==> src/rtl/root_dispatch.sv <==
// Command queue plus a single-outstanding issue sequencer for a root-extraction stage.
// Each command is held on the root interface for a fixed time, then one result or a timeout abort is captured.
module root_dispatch #(
  parameter int FIFO_DEPTH  = 4,
  parameter int HOLD_CYCLES = 2,
  parameter int GAP_CYCLES  = 3,
  parameter int TIMEOUT     = 64
) (
  input  logic        clk,
  input  logic        rst_n,
  input  logic        cmd_valid,
  output logic        cmd_ready,
  input  logic [9:0]  cmd_data_1,
  input  logic [2:0]  cmd_data_2,
  output logic        root_in_valid,
  output logic [9:0]  root_in_data_1,
  output logic [2:0]  root_in_data_2,
  input  logic        root_out_valid,
  input  logic [19:0] root_out_data,
  output logic        res_valid,
  input  logic        res_ready,
  output logic [19:0] res_data,
  output logic        res_err,
  output logic        busy
);

  localparam int PW     = (FIFO_DEPTH > 1) ? $clog2(FIFO_DEPTH) : 1;
  localparam int CMAX_A = (HOLD_CYCLES > GAP_CYCLES) ? HOLD_CYCLES : GAP_CYCLES;
  localparam int CMAX   = (TIMEOUT > CMAX_A) ? TIMEOUT : CMAX_A;
  localparam int CW     = $clog2(CMAX + 1);

  localparam logic [CW-1:0] HOLD_LAST = CW'(HOLD_CYCLES - 1);
  localparam logic [CW-1:0] GAP_LAST  = CW'(GAP_CYCLES - 1);
  localparam logic [CW-1:0] TO_LAST   = CW'(TIMEOUT - 1);
  localparam logic [PW:0]   DEPTH_C   = (PW+1)'(FIFO_DEPTH);

  typedef enum logic [1:0] {S_IDLE, S_DRIVE, S_WAIT, S_GAP} state_t;

  logic [12:0]   mem_q [FIFO_DEPTH];
  logic [PW-1:0] wr_ptr_q, wr_ptr_d, rd_ptr_q, rd_ptr_d;
  logic [PW:0]   count_q, count_d;

  state_t        state_q, state_d;
  logic [CW-1:0] cnt_q, cnt_d;
  logic          gap_arm_q, gap_arm_d;
  logic          riv_q, riv_d;
  logic [9:0]    rid1_q, rid1_d;
  logic [2:0]    rid2_q, rid2_d;
  logic          res_valid_q, res_valid_d;
  logic [19:0]   res_data_q, res_data_d;
  logic          res_err_q, res_err_d;

  logic push, pop;
  logic [12:0] head;

  // Ready looks only at the registered count, so a same-cycle pop never frees a slot.
  assign cmd_ready = (count_q < DEPTH_C);
  assign push      = cmd_valid && cmd_ready;
  assign pop       = (state_q == S_IDLE) && (count_q != '0) && !res_valid_q;
  assign head      = mem_q[rd_ptr_q];

  always_ff @(posedge clk) begin
    if (push) mem_q[wr_ptr_q] <= {cmd_data_1, cmd_data_2};
  end

  always_comb begin
    wr_ptr_d = wr_ptr_q;
    rd_ptr_d = rd_ptr_q;
    count_d  = count_q;
    if (push) wr_ptr_d = wr_ptr_q + PW'(1);
    if (pop)  rd_ptr_d = rd_ptr_q + PW'(1);
    case ({push, pop})
      2'b10:   count_d = count_q + (PW+1)'(1);
      2'b01:   count_d = count_q - (PW+1)'(1);
      default: count_d = count_q;
    endcase
  end

  always_comb begin
    state_d     = state_q;
    cnt_d       = cnt_q;
    gap_arm_d   = gap_arm_q;
    riv_d       = riv_q;
    rid1_d      = rid1_q;
    rid2_d      = rid2_q;
    res_valid_d = res_valid_q;
    res_data_d  = res_data_q;
    res_err_d   = res_err_q;

    if (res_valid_q && res_ready) res_valid_d = 1'b0;

    case (state_q)
      S_IDLE: begin
        if (pop) begin
          state_d          = S_DRIVE;
          riv_d            = 1'b1;
          {rid1_d, rid2_d} = head;
          cnt_d            = '0;
        end
      end
      S_DRIVE: begin
        if (cnt_q == HOLD_LAST) begin
          state_d = S_WAIT;
          riv_d   = 1'b0;
          cnt_d   = '0;
        end else begin
          cnt_d = cnt_q + CW'(1);
        end
      end
      S_WAIT: begin
        if (root_out_valid) begin
          res_valid_d = 1'b1;
          res_data_d  = root_out_data;
          res_err_d   = 1'b0;
          state_d     = S_GAP;
          cnt_d       = '0;
          gap_arm_d   = 1'b0;
        end else if (cnt_q == TO_LAST) begin
          res_valid_d = 1'b1;
          res_data_d  = '0;
          res_err_d   = 1'b1;
          state_d     = S_GAP;
          cnt_d       = '0;
          gap_arm_d   = 1'b0;
        end else begin
          cnt_d = cnt_q + CW'(1);
        end
      end
      S_GAP: begin
        // Counting starts on the first cycle the stage's valid is low; later re-assertions are ignored.
        if (gap_arm_q || !root_out_valid) begin
          gap_arm_d = 1'b1;
          if (cnt_q == GAP_LAST) begin
            state_d   = S_IDLE;
            cnt_d     = '0;
            gap_arm_d = 1'b0;
          end else begin
            cnt_d = cnt_q + CW'(1);
          end
        end
      end
      default: state_d = S_IDLE;
    endcase
  end

  always_ff @(posedge clk or negedge rst_n) begin
    if (!rst_n) begin
      wr_ptr_q    <= '0;
      rd_ptr_q    <= '0;
      count_q     <= '0;
      state_q     <= S_IDLE;
      cnt_q       <= '0;
      gap_arm_q   <= 1'b0;
      riv_q       <= 1'b0;
      rid1_q      <= '0;
      rid2_q      <= '0;
      res_valid_q <= 1'b0;
      res_data_q  <= '0;
      res_err_q   <= 1'b0;
    end else begin
      wr_ptr_q    <= wr_ptr_d;
      rd_ptr_q    <= rd_ptr_d;
      count_q     <= count_d;
      state_q     <= state_d;
      cnt_q       <= cnt_d;
      gap_arm_q   <= gap_arm_d;
      riv_q       <= riv_d;
      rid1_q      <= rid1_d;
      rid2_q      <= rid2_d;
      res_valid_q <= res_valid_d;
      res_data_q  <= res_data_d;
      res_err_q   <= res_err_d;
    end
  end

  assign root_in_valid  = riv_q;
  assign root_in_data_1 = rid1_q;
  assign root_in_data_2 = rid2_q;
  assign res_valid      = res_valid_q;
  assign res_data       = res_data_q;
  assign res_err        = res_err_q;
  assign busy           = (state_q != S_IDLE) || (count_q != '0);

endmodule

==> config.mk <==
export PLATFORM = sky130hd
export DESIGN_NAME = root_dispatch
export DESIGN_NICKNAME = d
export VERILOG_FILES = /design/src/rtl/root_dispatch.sv
export SDC_FILE = /design/constraint.sdc
export NUM_CORES = 1
export LEC_CHECK = 0
export ABC_AREA = 1
export CORE_MARGIN = 10
export CORE_UTILIZATION = 40
export CTS_CLUSTER_SIZE = 14
export DETAILED_ROUTE_END_ITERATION = 12
export SLEW_MARGIN = 5
export SYNTH_ARGS = -nofsm -noshare
export SYNTH_HDL_FRONTEND = slang
export SYNTH_SLANG_ARGS = --single-unit
export TNS_END_PERCENT = 10
==> constraint.sdc <==
create_clock -name clk -period 3.2 [get_ports clk]
set_clock_uncertainty 0.15 [all_clocks]
set_input_delay 0.32 -clock clk [delete_from_list [all_inputs] [get_ports clk]]
set_output_delay 0.32 -clock clk [all_outputs]
set_load 0.05 [all_outputs]
== Yosys cells after proc, flatten, opt, wreduce, memory -nomap -nowiden ==
Memory sizes are Yosys's and may differ from the RTL's. A register that Yosys moved wholly into a read port is not among the register bits.
Index checks and enable logic that the tools add are counted.
Word-level totals
  bits in registers: 40
  bits in writable memories: 52
  output and inout port bits: 38
  memories: 1
Operators by class
  $add $sub $neg: 5
  magnitude comparators: 1
  equality and inequality tests: 13
  multiplexer cells: 33
  reduce and logical (&&, ||, !) cells: 22
Memory list
  mem_q: depth 4, bits a word 13, rd ports 1, clocked after Yosys merged registers in 1, write ports 1, RTL line 39  | logic [12:0] mem_q [FIFO_DEPTH];
Operator list (count)
  $mux W7: 6
  $mux W20: 2
  $pmux W7 S4: 1
  $mux W1: 14
  $mux W2: 6
  $reduce_bool A2 Y1: 5
  $ne A2 B2 Y1 const B: 4
  $pmux W2 S4: 1
  $add A7 B1 Y7 const B: 1
  $eq A7 B1 Y1 const B: 1
  $eq A7 B2 Y1 const B: 1
  $eq A7 B6 Y1 const B: 1
  $eq A2 B2 Y1 const B: 3
  $pmux W3 S2: 1
  $reduce_and A2 Y1: 3
  $reduce_and A3 Y1: 2
  $reduce_and A5 Y1: 1
  $add A2 B1 Y2 const B: 2
  $eq A2 B1 Y1 const B: 2
  $logic_and A1 B1 Y1: 4
  $pmux W1 S2: 2
  $add A3 B1 Y3 const B: 1
  $logic_not A1 Y1: 3
  $lt A3 B3 Y1 const B: 1
  5 further kinds: 6

== Logic depth before layout (Yosys ltp) ==
Gate-level depths: netlist (run 1).
  depth in word-level cells: 5
  mapped depth: 13

== Least setup slack after synthesis (run 1) ==
OpenSTA, ideal clock, no wires.
  path kind: register to register
  from: register state_q[0]
  to: register count_q[2]
  library setup time: 0.143 ns
  arrival time: 2.211 ns
  slack: 0.696 ns
  stages on the path, launching flop included: 14
  period minus slack after synthesis: 2.504 ns
  cells stage by stage: dfrtp_1 -> inv_1 -> ha_1 -> inv_1 -> nor2_4 -> nand2_4 -> inv_1 -> buf_4 -> ha_1 -> inv_1 -> fa_1 -> a21oi_1 -> o21ai_0 -> xor2_1
Between the ends
  longest elaborated chain between the ends: 5
  elaborated cells on any way between the ends: 7
  those cells by class: eq/ne (2); mux (1); reduce/logical (4)
RTL lines
  start: declaration: RTL line 43  | state_t state_q, state_d;
  start signal: assignment: RTL line 164  | state_q <= state_d;
  $logic_not A2 Y1 (*): RTL line 59  | assign pop = (state_q == S_IDLE) && (count_q != '0) && !res_valid_q;
  $logic_and A1 B1 Y1 (*) (2 in a row): RTL line 59
  named net pop: RTL line 53  | logic push, pop;
  $eq A2 B1 Y1 / $eq A2 B2 Y1 (equally long branches): RTL line 72  | case ({push, pop})
  $pmux W3 S2 / $reduce_bool A2 Y1 (equally long branches)
  end signal: assignment: RTL line 163  | count_q <= count_d;
  end: declaration: RTL line 41  | logic [PW:0] count_q, count_d;
Mark *: on every way through the listed nets, which the timed path passes. The rest lies on a longest branch.
A chain may end at the register's enable or synchronous reset.

== Worst setup path after layout (run 1) ==
  from: register state_q[0]
  to: output busy
Between the ends
  longest elaborated chain between the ends: 2
RTL lines
  $reduce_bool A2 Y1: RTL line 182  | assign busy = (state_q != S_IDLE) || (count_q != '0);
  $logic_or A1 B1 Y1: RTL line 182
  end: declaration: RTL line 24  | output logic busy
No other way between the ends.

==> results of run 1 <==
-- metrics by stage --
stage / utilization / cell area (sq um) / worst slack [ps] / std cells / total power [uW]
after global routing: 0.527 / 5790 / 546 / 672 / 6420
after global placement: 0.497 / 5460 / 780 / 655 / 4880
after CTS: 0.527 / 5790 / 628 / 672 / 6100
after detailed placement: 0.497 / 5460 / 686 / 655 / 4930
final: 0.527 / 5790 / 665 / 672 / 6040
after floorplan: - / 4550 / 696 / 447 / 4000
-- power breakdown --
group	switching (uW)	internal, uW	total, uW
Clock	482	685	1170
Sequential	228	1800	2030
Combinational	1930	920	2850
-- layout by cell type, fill, tap and decap left out, drive strengths merged --
cell,synthesis,final
xor2,3,3
dlygate4sd3,0,1
edfxtp,52,52
nand4,3,3
nor2,50,50
nand2,129,129
clkinv,0,2
dfrtp,53,53
bufinv,0,2
nand3,33,33
clkbuf,8,9
clkinvlp,0,2
buf,7,9
o22ai,13,13
a21oi,6,6
fa,1,1
inv,38,39
ha,13,13
nor3b,1,1
clkdlybuf4s50,0,74
xnor2,1,1
o21ai,35,35
o211ai,1,1
-- state kept, by name, indices dropped and copies added, names as in the netlist, 3 cells and up --
register	flops
root_in_data_2	3
mem_q	52
cnt_q	7
res_data	20
root_in_data_1	10
count_q	3
-- repair_timing --
| item | 4_1_cts | 5_1_grt |
|---|---|---|
| endpoints found under the hold margin | 36 | 0 |
| hold buffers | 1 | 0 |
| setup endpoints to repair | 0 | 0 |
-- area by class of cell --
class,count,area share
tap,140,0.0302
timing repair buffer,84,0.141
sequential,105,0.498
multi-input combinational,289,0.250
clock buffer,9,0.0389
clock inverter,7,0.0162
inverter,38,0.0251
-- path summary, 6_finish.rpt --
kind / start / endpoint / slack, ps / cells after the start
min in group asynchronous: rst_n / root_in_data_2[0] / 490 / 2
max reg2reg: state_q[0] / count_q[2] / 720 / 12
max in group asynchronous: rst_n / res_data[19] / 1660 / 3
max: state_q[0] / busy / 670 / 4
min: count_q[0] / count_q[0] / 330 / 1
min reg2reg: count_q[0] / count_q[0] / 330 / 1
-- layer usage --
metal / wire (um) / part of all wire / global-route usage / vias up
met4: 111 / 0.011 / 0.0449 / 0
li1: - / - / - / 1632
met5: 0 / 0 / 0 / -
met1: 4720 / 0.45 / 0.155 / 1579
met2: 4850 / 0.46 / 0.202 / 80
met3: 774 / 0.074 / 0.0529 / 8
-- worst max-delay path: stages (launching register included) --
cell and delay (ps):
dfrtp_1 410, inv_1 100, ha_1 260, nand3_1 120
clkdlybuf4s50_1 830
-- logic make-up (layout without fill, tap and decap cells) --
| logic type | count (synthesis) | after routing | synth area share |
|---|---|---|---|
| AO/OA/AOI/OAI | 55 | 55 | 0.0663 |
| buffers and inverters | 53 | 138 | 0.0465 |
| AND/OR/NAND/NOR | 216 | 216 | 0.205 |
| flip-flops | 105 | 105 | 0.635 |
| XOR/XNOR | 4 | 4 | 0.00770 |
| adder cells (fa/ha/maj) | 14 | 14 | 0.0402 |
==> flow_summary.ini, run 1 <==
[outcome]
status = completed

[cts]
numCtsBuffers = 9
cts_sinks = 105
cts_tree = done
root_buffer = clkbuf_16
cts.path.max_buffers = 2
insertion_delay_ps = 350
cts_htree_levels = 3
clk_pin_slew_ps = 70
post_cts_buffers = 0
post_cts_resized = 0

[global_routing]
grt_pass1_vias = 3227
track_usage = 0.128
overflow = 0
grt_max_degree = 38
grt_pass1_wl_um = 16500
antenna_found_initial = 0

[cells_and_area]
drive_above_1_share = 0.0677
multi_input_area_sq_mm = 0.00145
antenna_cells = 0
regArea_sq_mm = 0.00289
layout.nets = 579
area_delta_synth_final_pct = 27.3
n_fill_cell = 988

[synthesis]
synth_edf_count = 52
ys.flop_type = dfrtp_1
synth.area.top_cells = edfxtp_1 (34%), dfrtp_1 (29%), nand2_1 (10%)
synth.top_cell.area_share = 0.343
ys_seq_elements = 105
yosys_warnings = 0
yosys.area.top_type = edfxtp_1
seq_area_frac_synth = 0.635
synth.distinct_cells = 29
syn_area_sq_mm = 0.00455
yosysMostFrequentCell = nand2_1
syn_inst = 447
async_reset_ff_frac = 0.505
avgSynthCellArea_sq_um = 10.2
synthTopCellsByCount = nand2_1 (124), dfrtp_1 (53), edfxtp_1 (52), nor2_1 (47), inv_1 (37)
syn_nets = 499

[sta]
whs_ps = 329
rsz0062_at_grt = false
report.final.slew_viol_count = 0
tightest_slew_ps = 881
fin_crit_ps = 2530
setup_viol = 0
timing.fmax_ghz = 0.394
fin_setup_tns_ps = 0
hold_viol = 0
slew_headroom = 0.413
fin_crit_sh = 0.792

[route]
ant_nets = 0
viasPerCell = 4.91
num_vias = 3299
wl_um = 10500
dr.pass1.iters = 4
wl_per_cell_um = 15.6
drc = 0
drt_iter0_drc = 228

[die]
die_area_sq_mm = 0.0160
initial_core_util = 0.414
fp.dieH_um = 127
die_w_um = 127
design.core.area_sq_mm = 0.0110
ioPinCount = 76
row_count = 38

[critical_path]
cp_max_fo = 4
setup.worst_path.class = reg -> out
arrival_ps = 2060
crit_path_end_kind = output port
required_ps = 2730
startpoint_type = flop

[run]
maxCapViolCount = 0

[place]
gp_congestion = 0.806
portBuffers = 75
post-dp-hpwl_um = 7040

[min_path]
hold_class = reg -> reg

[power_and_ir_drop]
leakagePower_uw = 0.00251
vdd_drop_max_v = 0.000507
p_per_area_mw_per_mm2 = 1040
Power figures use the tool's default switching activity.
==> inputs of run 2 (changes only) <==
Settings changed: PLACE_DENSITY set to 0.65.
Clock period 3.2 ns to 2.2 ns, I/O delays scaled along.
==> run 2 against run 1 <==
Against the previous run:
- worst hold slack got worse by 110 ps
- core utilization rose by 0.97 points
- critical path depth rose by 8
- wire length fell by 5.0%
- worst setup slack got worse by 570 ps
- flip-flop and latch count did not move
- largest cell class unchanged
- design area rose by 1.8%
- first-iteration DRC count fell by 12%
==> flow_summary.ini, run 2 (synthesized netlist as in run 1, its figures left out) <==
[global_routing]
track_usage = 0.123
antenna_found_initial = 0
grt_pass1_vias = 3331
grt_max_degree = 28
overflow = 0
grt_pass1_wl_um = 16100

[power_and_ir_drop]
vdd_drop_max_v = 0.000780
leakagePower_uw = 0.00255
finalPower_uw = 8920
p_per_area_mw_per_mm2 = 1510

[sta]
fin_crit_sh = 0.958
hold_viol = 0
slew_headroom = 0.600
worst_slack_ps = 92.0
whs_ps = 222
report.final.slew_viol_count = 0
rsz0062_at_grt = true
fin_crit_ps = 2110
setup_viol = 0
timing.fmax_ghz = 0.474
tightest_slew_ps = 599

[place]
portBuffers = 75
post-dp-hpwl_um = 6860
dpl_worst_slack_ps = 89.1
dp.cells = 662
gp_congestion = 0.830

[critical_path]
cp_max_fo = 4
path_cells = inv_2 -> ha_4 -> inv_4 -> nor2_4 -> nand2_4 -> inv_4 -> ha_4 -> inv_4 -> fa_2 -> a21oi_2 -> o21ai_1 -> xor2_1
required_ps = 2270
startpoint_type = flop
setup.worst_path.class = reg -> reg
arrival_ps = 2180
path_buf_inv = 4
crit_slowest_cell = dfrtp_1
critPathTopFamily = adder cells
crit_path_end_kind = flop
cpMostUsedCell = inv_4
max_stage_delay_ps = 420

[cells_and_area]
n_fill_cell = 949
final_common_cell = nand2_1
antenna_cells = 0
area_delta_synth_final_pct = 29.7
layout.nets = 589
largest_register_ffs = 52
most-common-layout-cells = nand2_1 (124), clkdlybuf4s50_1 (73), dfrtp_1 (53)
regMostFlops = mem_q
final_core_util = 0.537
drive_above_1_share = 0.101
instances_no_fill = 682

[route]
drt_iter0_drc = 200
wl_um = 9940
drc = 0
viasPerCell = 4.81
ant_nets = 0
num_vias = 3283
dr.pass1.iters = 4
wl_per_cell_um = 14.6

[outcome]
status = completed

[die]
die_area_sq_mm = 0.0160
row_count = 38
die_w_um = 127
fp.dieH_um = 127
design.core.area_sq_mm = 0.0110
initial_core_util = 0.414
ioPinCount = 76

[min_path]
hold_class = in -> async

[cts]
cts_tree = done
numCtsBuffers = 9
cts.path.max_buffers = 2
insertion_delay_ps = 340
cts_sinks = 105
root_buffer = clkbuf_16
clk_pin_slew_ps = 70
cts_htree_levels = 3

[run]
maxCapViolCount = 0
-- run 2: routing by layer --
metal,vias to the layer above,wire [um],global-route usage
met5,-,0,0
met4,0,153,0.0502
met3,11,581,0.0337
met2,69,4850,0.201
met1,1550,4360,0.150
li1,1653,-,-
-- run 2: through the flow --
stage	cell area, sq um	setup TNS [ps]
5_1_grt	5900	-4.84
3_5_place_dp	5530	0
4_1_cts	5860	0
2_1_floorplan	4570	-18.4
3_3_place_gp	5530	0
6_report	5900	0
-- run 2: power breakdown --
part           switching [uW]  leakage, uW  internal (uW)
Combinational            2870      0.00126           1500
Clock                     732     0.000149            911
Sequential                280      0.00113           2620
-- run 2: cell type report --
class	count	area, sq um	area share
clock inverters	6	85.1	0.0144
clock buffers	10	229	0.0388
repair buffers	94	888	0.151
well taps	140	175	0.0297
flip-flops and latches	105	2890	0.490
inverters	38	153	0.0259
multi-input cells	289	1480	0.251
-- run 2: final timing paths --
path	from	to	slack, ps	cells past startpoint
max	state_q[0]	count_q[2]	90	12
max in group asynchronous	rst_n	res_data[17]	1040	3
max reg2reg	state_q[0]	count_q[2]	90	12
min reg2reg	root_in_data_1[7]	root_in_data_1[7]	330	2
min in group clk	root_out_data[16]	res_data[16]	260	3
min	rst_n	cnt_q[6]	220	2
-- run 2: what timing repair did --
action,4_1_cts,5_1_grt
resized for setup,0,7
buffers inserted,0,3
hold endpoints to repair,17,0
hold buffers,1,0
endpoints found under the setup margin,0,1
